[src/rtl/game_disp_pkg.sv]
// Shared definitions for the game display output path.
//   NUM_DIGITS    : number of multiplexed 7-segment digits
//   SEG_BLANK     : segment value with every segment dark (active-low)
//   AN_OFF        : anode value with every digit disabled (active-low)
//   digit_idx_t   : index of the digit currently being scanned
//   slot_phase_t  : phase within one digit slot (BLANK, then ACTIVE)
//   an_onehot_low : active-low anode pattern that selects a single digit
package game_disp_pkg;

    localparam int         NUM_DIGITS = 4;
    localparam logic [7:0] SEG_BLANK  = 8'hFF;
    localparam logic [3:0] AN_OFF     = 4'hF;

    typedef logic [1:0] digit_idx_t;

    typedef enum logic {
        PH_BLANK  = 1'b0,
        PH_ACTIVE = 1'b1
    } slot_phase_t;

    function automatic logic [3:0] an_onehot_low(input digit_idx_t d);
        return ~(4'b0001 << d);
    endfunction

endpackage

[src/rtl/seg_slot_timer.sv]
// Slot timing for the digit scanner.
// Each digit owns a slot of SLOT_CYCLES clocks. The first BLANK_CYCLES clocks of
// a slot are the BLANK phase (all anodes off, prevents ghosting of the previous
// digit's pattern); the remainder is the ACTIVE phase.
// Ports:
//   clk, reset   : clock, asynchronous active-high reset
//   digit        : digit owning the current slot (0..3)
//   active       : 1 during the ACTIVE phase of the slot
//   slot_start   : 1 during the first cycle of every slot
//   frame_start  : 1 during the first cycle of slot 0
module seg_slot_timer
    import game_disp_pkg::*;
#(
    parameter int SLOT_CYCLES  = 100000,
    parameter int BLANK_CYCLES = 1000
) (
    input  logic       clk,
    input  logic       reset,
    output digit_idx_t digit,
    output logic       active,
    output logic       slot_start,
    output logic       frame_start
);

    localparam int               CNT_W      = $clog2(SLOT_CYCLES);
    localparam logic [CNT_W-1:0] SLOT_LAST  = CNT_W'(SLOT_CYCLES - 1);
    localparam logic [CNT_W-1:0] BLANK_LAST = CNT_W'(BLANK_CYCLES - 1);

    logic [CNT_W-1:0] slot_cnt;
    logic             slot_end;
    slot_phase_t      phase;
    slot_phase_t      phase_nxt;

    assign slot_end = (slot_cnt == SLOT_LAST);

    always_ff @(posedge clk or posedge reset) begin
        if (reset) begin
            slot_cnt <= '0;
            digit    <= '0;
        end else if (slot_end) begin
            slot_cnt <= '0;
            digit    <= digit + 2'd1;
        end else begin
            slot_cnt <= slot_cnt + CNT_W'(1);
        end
    end

    always_ff @(posedge clk or posedge reset) begin
        if (reset) begin
            phase <= PH_BLANK;
        end else begin
            phase <= phase_nxt;
        end
    end

    // The phase register tracks (slot_cnt >= BLANK_CYCLES): it flips to ACTIVE
    // on the edge that moves slot_cnt to BLANK_CYCLES and back to BLANK on wrap.
    always_comb begin
        phase_nxt = phase;
        case (phase)
            PH_BLANK:  if (slot_cnt == BLANK_LAST) phase_nxt = PH_ACTIVE;
            PH_ACTIVE: if (slot_end)               phase_nxt = PH_BLANK;
            default:                               phase_nxt = PH_BLANK;
        endcase
    end

    assign active      = (phase == PH_ACTIVE);
    assign slot_start  = (slot_cnt == '0);
    assign frame_start = slot_start & (digit == 2'd0);

endmodule

[src/rtl/seg_scan_driver.sv]
// Time-multiplexed driver for a 4-digit 7-segment display.
// Scans seg0..seg3 onto the shared seg/an pins one digit per slot, with a blank
// gap at the start of each slot, per-digit blink and 16-level brightness PWM.
// Pattern, brightness and blink state are captured once per slot so changes on
// the inputs never tear a digit mid-slot.
// Ports:
//   Clk100M     : system clock
//   reset       : asynchronous active-high reset
//   seg0..seg3  : per-digit active-low patterns {dp,g..a}; seg0 is the rightmost
//   blink_mask  : bit d set makes digit d blink
//   blink_phase : 1 = blinking digits dark
//   brightness  : 0 = off .. 15 = full on
//   seg         : segment pins, active-low
//   an          : anode enables, active-low, an[d] drives digit d
//   frame_tick  : one-cycle pulse at the first cycle of slot 0 of each frame
module seg_scan_driver
    import game_disp_pkg::*;
#(
    parameter int SLOT_CYCLES  = 100000,
    parameter int BLANK_CYCLES = 1000
) (
    input  logic       Clk100M,
    input  logic       reset,
    input  logic [7:0] seg0,
    input  logic [7:0] seg1,
    input  logic [7:0] seg2,
    input  logic [7:0] seg3,
    input  logic [3:0] blink_mask,
    input  logic       blink_phase,
    input  logic [3:0] brightness,
    output logic [7:0] seg,
    output logic [3:0] an,
    output logic       frame_tick
);

    generate
        if (BLANK_CYCLES < 1 || BLANK_CYCLES >= SLOT_CYCLES) begin : g_param_check
            $error("seg_scan_driver: need 1 <= BLANK_CYCLES < SLOT_CYCLES");
        end
    endgenerate

    digit_idx_t digit;
    logic       active;
    logic       slot_start;
    logic       frame_start;

    logic [7:0] cur_pat;
    logic [7:0] hold_pat;
    logic [3:0] hold_bri;
    logic       hold_dark;
    logic [3:0] pwm_cnt;
    logic       lit;

    seg_slot_timer #(
        .SLOT_CYCLES (SLOT_CYCLES),
        .BLANK_CYCLES(BLANK_CYCLES)
    ) u_timer (
        .clk        (Clk100M),
        .reset      (reset),
        .digit      (digit),
        .active     (active),
        .slot_start (slot_start),
        .frame_start(frame_start)
    );

    always_comb begin
        cur_pat = SEG_BLANK;
        case (digit)
            2'd0:    cur_pat = seg0;
            2'd1:    cur_pat = seg1;
            2'd2:    cur_pat = seg2;
            2'd3:    cur_pat = seg3;
            default: cur_pat = SEG_BLANK;
        endcase
    end

    // Snapshot on the first cycle of the slot. That cycle is always BLANK, so
    // the hold registers being one cycle late there is never visible.
    always_ff @(posedge Clk100M or posedge reset) begin
        if (reset) begin
            hold_pat  <= SEG_BLANK;
            hold_bri  <= '0;
            hold_dark <= 1'b0;
            pwm_cnt   <= '0;
        end else if (slot_start) begin
            hold_pat  <= cur_pat;
            hold_bri  <= brightness;
            hold_dark <= blink_mask[digit] & blink_phase;
            pwm_cnt   <= '0;
        end else begin
            pwm_cnt   <= pwm_cnt + 4'd1;
        end
    end

    // Level 15 is special-cased so full brightness has no dark PWM cycle.
    assign lit = active & ~hold_dark & ((hold_bri == 4'hF) | (pwm_cnt < hold_bri));

    // Registered outputs: seg is forced blank whenever no anode is enabled.
    always_ff @(posedge Clk100M or posedge reset) begin
        if (reset) begin
            seg        <= SEG_BLANK;
            an         <= AN_OFF;
            frame_tick <= 1'b0;
        end else begin
            seg        <= lit ? hold_pat : SEG_BLANK;
            an         <= lit ? an_onehot_low(digit) : AN_OFF;
            frame_tick <= frame_start;
        end
    end

endmodule
[config.mk]
export PLATFORM = sky130hd
export DESIGN_NAME = seg_scan_driver
export DESIGN_NICKNAME = d
export VERILOG_FILES = /design/src/rtl/game_disp_pkg.sv /design/src/rtl/seg_slot_timer.sv /design/src/rtl/seg_scan_driver.sv
export SDC_FILE = /design/constraint.sdc
export NUM_CORES = 1
export LEC_CHECK = 0
export ABC_AREA = 1
export BUFFER_PORTS_ARGS = -buffer_cell sky130_fd_sc_hd__buf_2
export CAP_MARGIN = 15
export CORE_UTILIZATION = 30
export CTS_CLUSTER_SIZE = 8
export DETAILED_ROUTE_END_ITERATION = 12
export GPL_ROUTABILITY_DRIVEN = 0
export PLACE_DENSITY = 0.61
export SYNTH_ARGS = -nofsm -noshare
export SYNTH_HDL_FRONTEND = slang
export SYNTH_SLANG_ARGS = --single-unit
[constraint.sdc]
create_clock -name Clk100M -period 1.6 [get_ports Clk100M]
set_input_delay 0.16 -clock Clk100M [delete_from_list [all_inputs] [get_ports Clk100M]]
set_output_delay 0.16 -clock Clk100M [all_outputs]
set_load 0.02 [all_outputs]
==> results of run 1 <==
==> report_power, final <==
| part | switching, mW | internal (mW) |
|---|---|---|
| sequential | 0.00965 | 1.29 |
| clock | 0.443 | 0.478 |
| combinational | 0.0634 | 0.0645 |
| total | 0.516 | 1.83 |
==> cell usage after synthesis <==
cell type / number / share of area
nand2_4: 1 / 0.0042
o21ai_0: 2 / 0.0037
buf_6: 2 / 0.0084
nand3_2: 2 / 0.0075
nor3_1: 3 / 0.0056
o22ai_1: 8 / 0.019
nor2_1: 39 / 0.055
nand4_1: 1 / 0.0023
inv_2: 1 / 0.0014
nor2_2: 4 / 0.0093
a21oi_1: 4 / 0.0075
o21ai_2: 8 / 0.026
nand3_1: 14 / 0.026
inv_1: 33 / 0.046
xnor2_1: 3 / 0.0098
nor2_4: 2 / 0.0084
nand2_2: 3 / 0.0070
o21ai_1: 2 / 0.0037
buf_2: 1 / 0.0019
a21oi_2: 1 / 0.0033
xor2_1: 7 / 0.023
ha_1: 11 / 0.051
nand3b_1: 8 / 0.022
or2_0: 1 / 0.0023
nand2_1: 111 / 0.16
clkbuf_1: 5 / 0.0070
dfstp_2: 20 / 0.20
nor3_2: 2 / 0.0075
dfrtp_1: 30 / 0.28
==> worst paths after layout <==
check / slack (ns) / end / cells after the start / startpoint
min in group asynchronous: 0.43 / u_timer.slot_cnt[4] / 4 / reset
worst min-delay path: 0.06 / hold_bri[3] / 3 / brightness[3]
worst min register to register: 0.48 / hold_pat[0] / 2 / hold_pat[0]
worst max register to register: 0.12 / hold_pat[0] / 6 / u_timer.digit[0]
worst max-delay path: 0.12 / hold_pat[0] / 6 / u_timer.digit[0]
max in group asynchronous: 0.88 / seg[2] / 4 / reset
==> what timing repair did <==
| item | in CTS | in global routing |
|---|---|---|
| gates resized for setup | 0 | 2 |
| hold buffers | 1 | 0 |
| endpoints found under the hold margin | 30 | 0 |
| setup endpoints to repair | 0 | 13 |
==> cell type report <==
cell class | instances | area [sq um]
clock buffer | 5 | 68.82
fill | 934 | 5434
tap | 108 | 135.1
sequential | 50 | 1276
clock inverter | 3 | 47.55
multi-input combinational | 237 | 1235
inverter | 34 | 127.6
timing repair buffer | 63 | 354.1
==> per-layer routing <==
layer | share of wire | track usage | wire, microns | vias up
met5 | 0 | 0 | 0 | -
met4 | 0.012 | 0.03676 | 70 | 0
met3 | 0.030 | 0.02269 | 171 | 5
met2 | 0.45 | 0.1931 | 2594 | 36
met1 | 0.50 | 0.1834 | 2873 | 1016
li1 | - | - | - | 1146
==> through the flow <==
stage	cell area, sq um	cells	utilization	hold WS [ns]
after detailed placement	3112	491	0.3586	0.2236
after floorplan	2683	329	-	0.2696
after global placement	3112	491	0.3586	0.2206
after global routing	3244	500	0.3738	0.05083
final	3244	500	0.3738	0.05851
after CTS	3238	500	0.3731	0.05404
==> worst max-delay path: cells and delay by family (launching register included) <==
kind                       cells  cell delay [ns]
DFF                            1             0.42
adders and majority gates      1             0.40
AOI/OAI and AO/OA              2             0.24
buffers and inverters          1             0.19
and+or+nand+nor                2             0.18
==> sequential cells by signal, summed over array words and instances, names as in the netlist <==
name	flops
u_timer.slot_cnt	17
hold_pat	8
seg	8
an	4
hold_bri	4
pwm_cnt	4
u_timer.digit	2
frame_tick	1
hold_dark	1
u_timer.active	1
==> kinds of logic (layout without fill, tap and decap cells) <==
group,after synthesis,in the layout
AO/OA/AOI/OAI,25,25
XOR/XNOR,10,10
adder cells (fa/ha/maj),11,11
buffers and inverters,42,105
flip-flops,50,50
AND/OR/NAND/NOR,191,191
==> results.toml, run 1 <==
[hold_path]
holdCritPathClass = "in -> reg"

[detailed_routing]
vias = 2203
detail_route.vias_per_cell = 4.406
routed_wirelength_mm = 5.709
first_pass_iters = 4
drc = 0
final_antenna_net_count = 0
detailed_route_wire_length_per_cell_microns = 11.42
dr.first_iter.drc_count = 86

[floorplanning]
fp.dieArea_sq_mm = 0.009324
die_x_microns = 96.56
placeableCoreArea_sq_mm = 0.008678
dieHeight_microns = 96.56
ioPinCount = 56
row_count = 34
floorplan.initialDensity = 0.3091

[grt]
globalRouteTotalUtil = 0.1268
globalRoute.totalOverflow = 0
first_global_vias = 1944
first_pass_grt_wire_length_mm = 9.094
grt_max_degree = 51
grt_antenna_before_repair = 0

[logic_synthesis]
synth_top_family_by_area = "simple AND/OR/NAND/NOR gates"
post_synth_num_cell_types = 29
sequential_cell_area_fraction_in_the_yosys_report = 0.4757
syn_area_per_cell_sq_um = 8.154
synth.area.mux_share = 0
synth_warnings = 0
post_synth_xor_area_fraction = 0.03265
synth_simple_gate_area_frac = 0.3125
ys_ff_latch = 50
syn-cell-area_sq_mm = 0.002683
synth_cells = 329
synthAdderAreaFrac = 0.05131
area_fraction_in_compound_gates_after_synthesis = 0.06297
synth_fp_nets = 383

[critical_path]
slowest_stage = "dfrtp_1"
critical_path_required_ns = 1.85
worstPathMaxFanout = 9
slowest_delay_ns = 0.42
crit_path_frequent_cell = "nand2_1"
worstSetupEndpointType = "flop"
critical_path.startpoint_type = "flop"
critical_path.cell_chain = "inv_1, ha_1, nand2_1, nand2_1, o22ai_1, o21ai_2"
timing_worst_setup_path_type = "reg -> reg"
critPathArrivalTime_ns = 1.74

[cells_and_area]
antenna-diode-count = 0
layout.cells.most_common_list = "nand2_1, buf_2, nor2_1, inv_1, dfrtp_1"
synthToLayoutAreaGrowth_pct = 20.94
drive_gt1_frac = 0.2959
most_common_cell_after_layout_fill_and_taps_aside = "nand2_1"
nNetsFinal = 445

[power]
ratio_of_total_power_to_cell_area_mw_per_mm2 = 723.6
power.ir.vdd_worst_mv = 0.3062
totalPowerFinal_mw = 2.348
p_leak_nw = 1.577

[timing]
finalSetupTns_ns = 0
timing.final.max_slew_violations = 0
skew_ns = 0.01660
min_period_over_period = 0.9280
relSlewSlack = 0.7655
setup_violations = 0
tightest_slew_ns = 0.3518
hold_viol_final = 0
highest_attainable_clock_frequency_mhz = 673.5
period_minus_slack_ns = 1.485
layout_setup_ws_ns = 0.1152
rsz_0062_raised_after_global_routing = "false"

[clocking]
post-cts-setup-buffers = 0
clock-sinks = 50
cts_buffer_depth = 2
tritoncts.num_buffers = 5
insertion_delay_ns = 0.31
cts_root_buf = "clkbuf_8"
h-tree-depth = 2
cts_tree = "yes"
worst_setup_hold_path_clk_slew_ns = 0.11

[placed_design]
numPortBuffers = 55
pre_cts_ws_ns = 0.1023
detailedPlacementHpwl_mm = 4.287

[job]
drv_cap = 0

[status]
status = "complete, no violations"
Note: power is estimated with default switching activity, not from simulation.
==> run 2: changes to the inputs <==
--- a/config.mk
+++ b/config.mk
@@ -8,6 +8,7 @@
 export ABC_AREA = 1
 export BUFFER_PORTS_ARGS = -buffer_cell sky130_fd_sc_hd__buf_2
 export CAP_MARGIN = 15
+export CORE_ASPECT_RATIO = 0.7
 export CORE_UTILIZATION = 30
 export CTS_CLUSTER_SIZE = 8
 export DETAILED_ROUTE_END_ITERATION = 12
==> run 2 against run 1 <==
Net effect: sequential share of layout area decreased by 0.66 points; count of clock-buffer cells in the layout unchanged; cell count increased by 2.4%; via count increased by 2.2%; core utilization increased by 1.2 points; largest cell class unchanged; die area about the same; highest routed layer unchanged; register-to-register slack improved by 0.05 ns; maximum frequency increased by 3.7%; global-route usage increased by 1.5 points; largest power group unchanged; critical path depth increased by 2; sequential power about the same; first-iteration DRC count increased by 20%.
==> results.toml, run 2 (synthesis results as in run 1) <==
[floorplanning]
ioPinCount = 56
fp.dieArea_sq_mm = 0.009330
dieHeight_microns = 81.12
floorplan.initialDensity = 0.3138
row_count = 28
placeableCoreArea_sq_mm = 0.008548
die_x_microns = 115.0

[detailed_routing]
vias = 2251
top_signal_layer_used = "met4"
routed_wirelength_mm = 6.089
first_pass_iters = 4
final_antenna_net_count = 0
drc = 0
detail_route.vias_per_cell = 4.396
detailed_route_wire_length_per_cell_microns = 11.89
detail_route.wirelength.met1_mm = 3.268
met3WireLength_microns = 353
wl_met2_mm = 2.354
dr.first_iter.drc_count = 103

[placed_design]
placed_area_sq_mm = 0.003127
numPortBuffers = 55
detailedPlacementHpwl_mm = 4.630
pre_cts_ws_ns = 0.1006

[critical_path]
worstSetupEndpointType = "flop"
critPathArrivalTime_ns = 1.61
critical_path.startpoint_type = "flop"
worstPathMaxFanout = 5
critPathLaunch = "u_timer.slot_cnt[1]"
critical_path.reg2reg.startpoint = "u_timer.slot_cnt[1]"
timing_worst_setup_path_type = "reg -> reg"
critical_path_required_ns = 1.78
r2r_setup_slack_ns = 0.17

[clocking]
cts_tree = "yes"
h-tree-depth = 2
insertion_delay_ns = 0.29
tritoncts.num_buffers = 5
worst_setup_hold_path_clk_slew_ns = 0.07
cts_root_buf = "clkbuf_16"
clock-sinks = 50
cts_buffer_depth = 2
post-cts-setup-buffers = 0

[timing]
finalSetupTns_ns = 0
highest_attainable_clock_frequency_mhz = 698.6
setup_violations = 0
period_minus_slack_ns = 1.431
rsz_0062_raised_after_global_routing = "false"
min_period_over_period = 0.8946
skew_ns = 0.009387
relSlewSlack = 0.7464
tightest_slew_ns = 0.3799
layout_setup_ws_ns = 0.1686
timing.final.max_slew_violations = 0
hold_viol_final = 0

[job]
drv_cap = 0

[cells_and_area]
nNetsFinal = 445
most_common_cell_after_layout_fill_and_taps_aside = "nand2_1"
drive_gt1_frac = 0.2985
antenna-diode-count = 0
synthToLayoutAreaGrowth_pct = 22.99
reg.largest.list = "u_timer.slot_cnt (17), hold_pat (8), seg (8)"
utilization = 0.3860
layout.area.seq_sq_mm = 0.001276
multi_input_area_sq_mm = 0.001241
largest_register_ffs = 17
finish.instance_area_sq_mm = 0.003299
total_of_fill_cells_in_the_finished_design = 890
layout.cells.most_common_list = "nand2_1, buf_2, nor2_1, inv_1, dfrtp_1"
regMostFlops = "u_timer.slot_cnt"

[power]
power.ir.vdd_worst_mv = 0.4537
ratio_of_total_power_to_cell_area_mw_per_mm2 = 765.6
p_leak_nw = 1.592
totalPowerFinal_mw = 2.526

[hold_path]
holdCritPathClass = "in -> reg"
hold_path.startpoint = "brightness[2]"

[grt]
first_pass_grt_wire_length_mm = 10.21
globalRouteTotalUtil = 0.1415
grt_antenna_before_repair = 0
grt_max_degree = 36
globalRoute.totalOverflow = 0
first_global_vias = 2114

[status]
status = "complete, no violations"
[run 2: power by group]
| part | switching [mW] | total, mW | internal (mW) | leakage [nW] |
|---|---|---|---|---|
| Clock | 0.500 | 1.10 | 0.597 | 0.0759 |
| Combinational | 0.0655 | 0.130 | 0.0648 | 0.911 |
| Sequential | 0.00987 | 1.30 | 1.29 | 0.605 |
[run 2: final timing paths]
path / cells after the start / endpoint
max: 8 / u_timer.slot_cnt[15]
min: 3 / hold_bri[2]
max reg2reg: 8 / u_timer.slot_cnt[15]
min reg2reg: 2 / hold_pat[7]
max in group asynchronous: 4 / seg[0]
min in group asynchronous: 3 / u_timer.slot_cnt[11]
[run 2: metrics by stage]
step,hold slack (ns),cells
after floorplan,0.2696,329
after global placement,0.1651,503
after detailed placement,0.1633,503
after CTS,0.07868,512
after global routing,0.09362,512
final,0.08327,512
[run 2: repair_timing]
action / 4_1_cts / 5_1_grt
hold endpoints to repair: 15 / 0
endpoints found under the setup margin: 0 / 14
gates resized for setup: 0 / 2
hold buffers: 1 / 0
[run 2: per-layer routing]
| metal | up-vias | GRT usage |
|---|---|---|
| li1 | 1145 | - |
| met1 | 1017 | 0.2124 |
| met2 | 81 | 0.2006 |
| met3 | 8 | 0.02612 |
| met4 | 0 | 0.05065 |
| met5 | - | 0 |
[run 2: layout make-up]
cell class,count,share of cell area
Inverter,34,0.03868
Clock inverter,3,0.008722
Tap cell,120,0.04551
Timing Repair Buffer,63,0.1062
Sequential cell,50,0.3868
Clock buffer,5,0.03792
Multi-Input combinational cell,237,0.3762
[run 2: worst max-delay path, stage by stage, from the launching register on]
cell	delay, ns
dfrtp_1	0.39
ha_1	0.18
nand2_1	0.12
inv_1	0.10
nand2_1	0.08
nor2_1	0.13
nand3_2	0.15
nand2_1	0.12
nor2_1	0.04
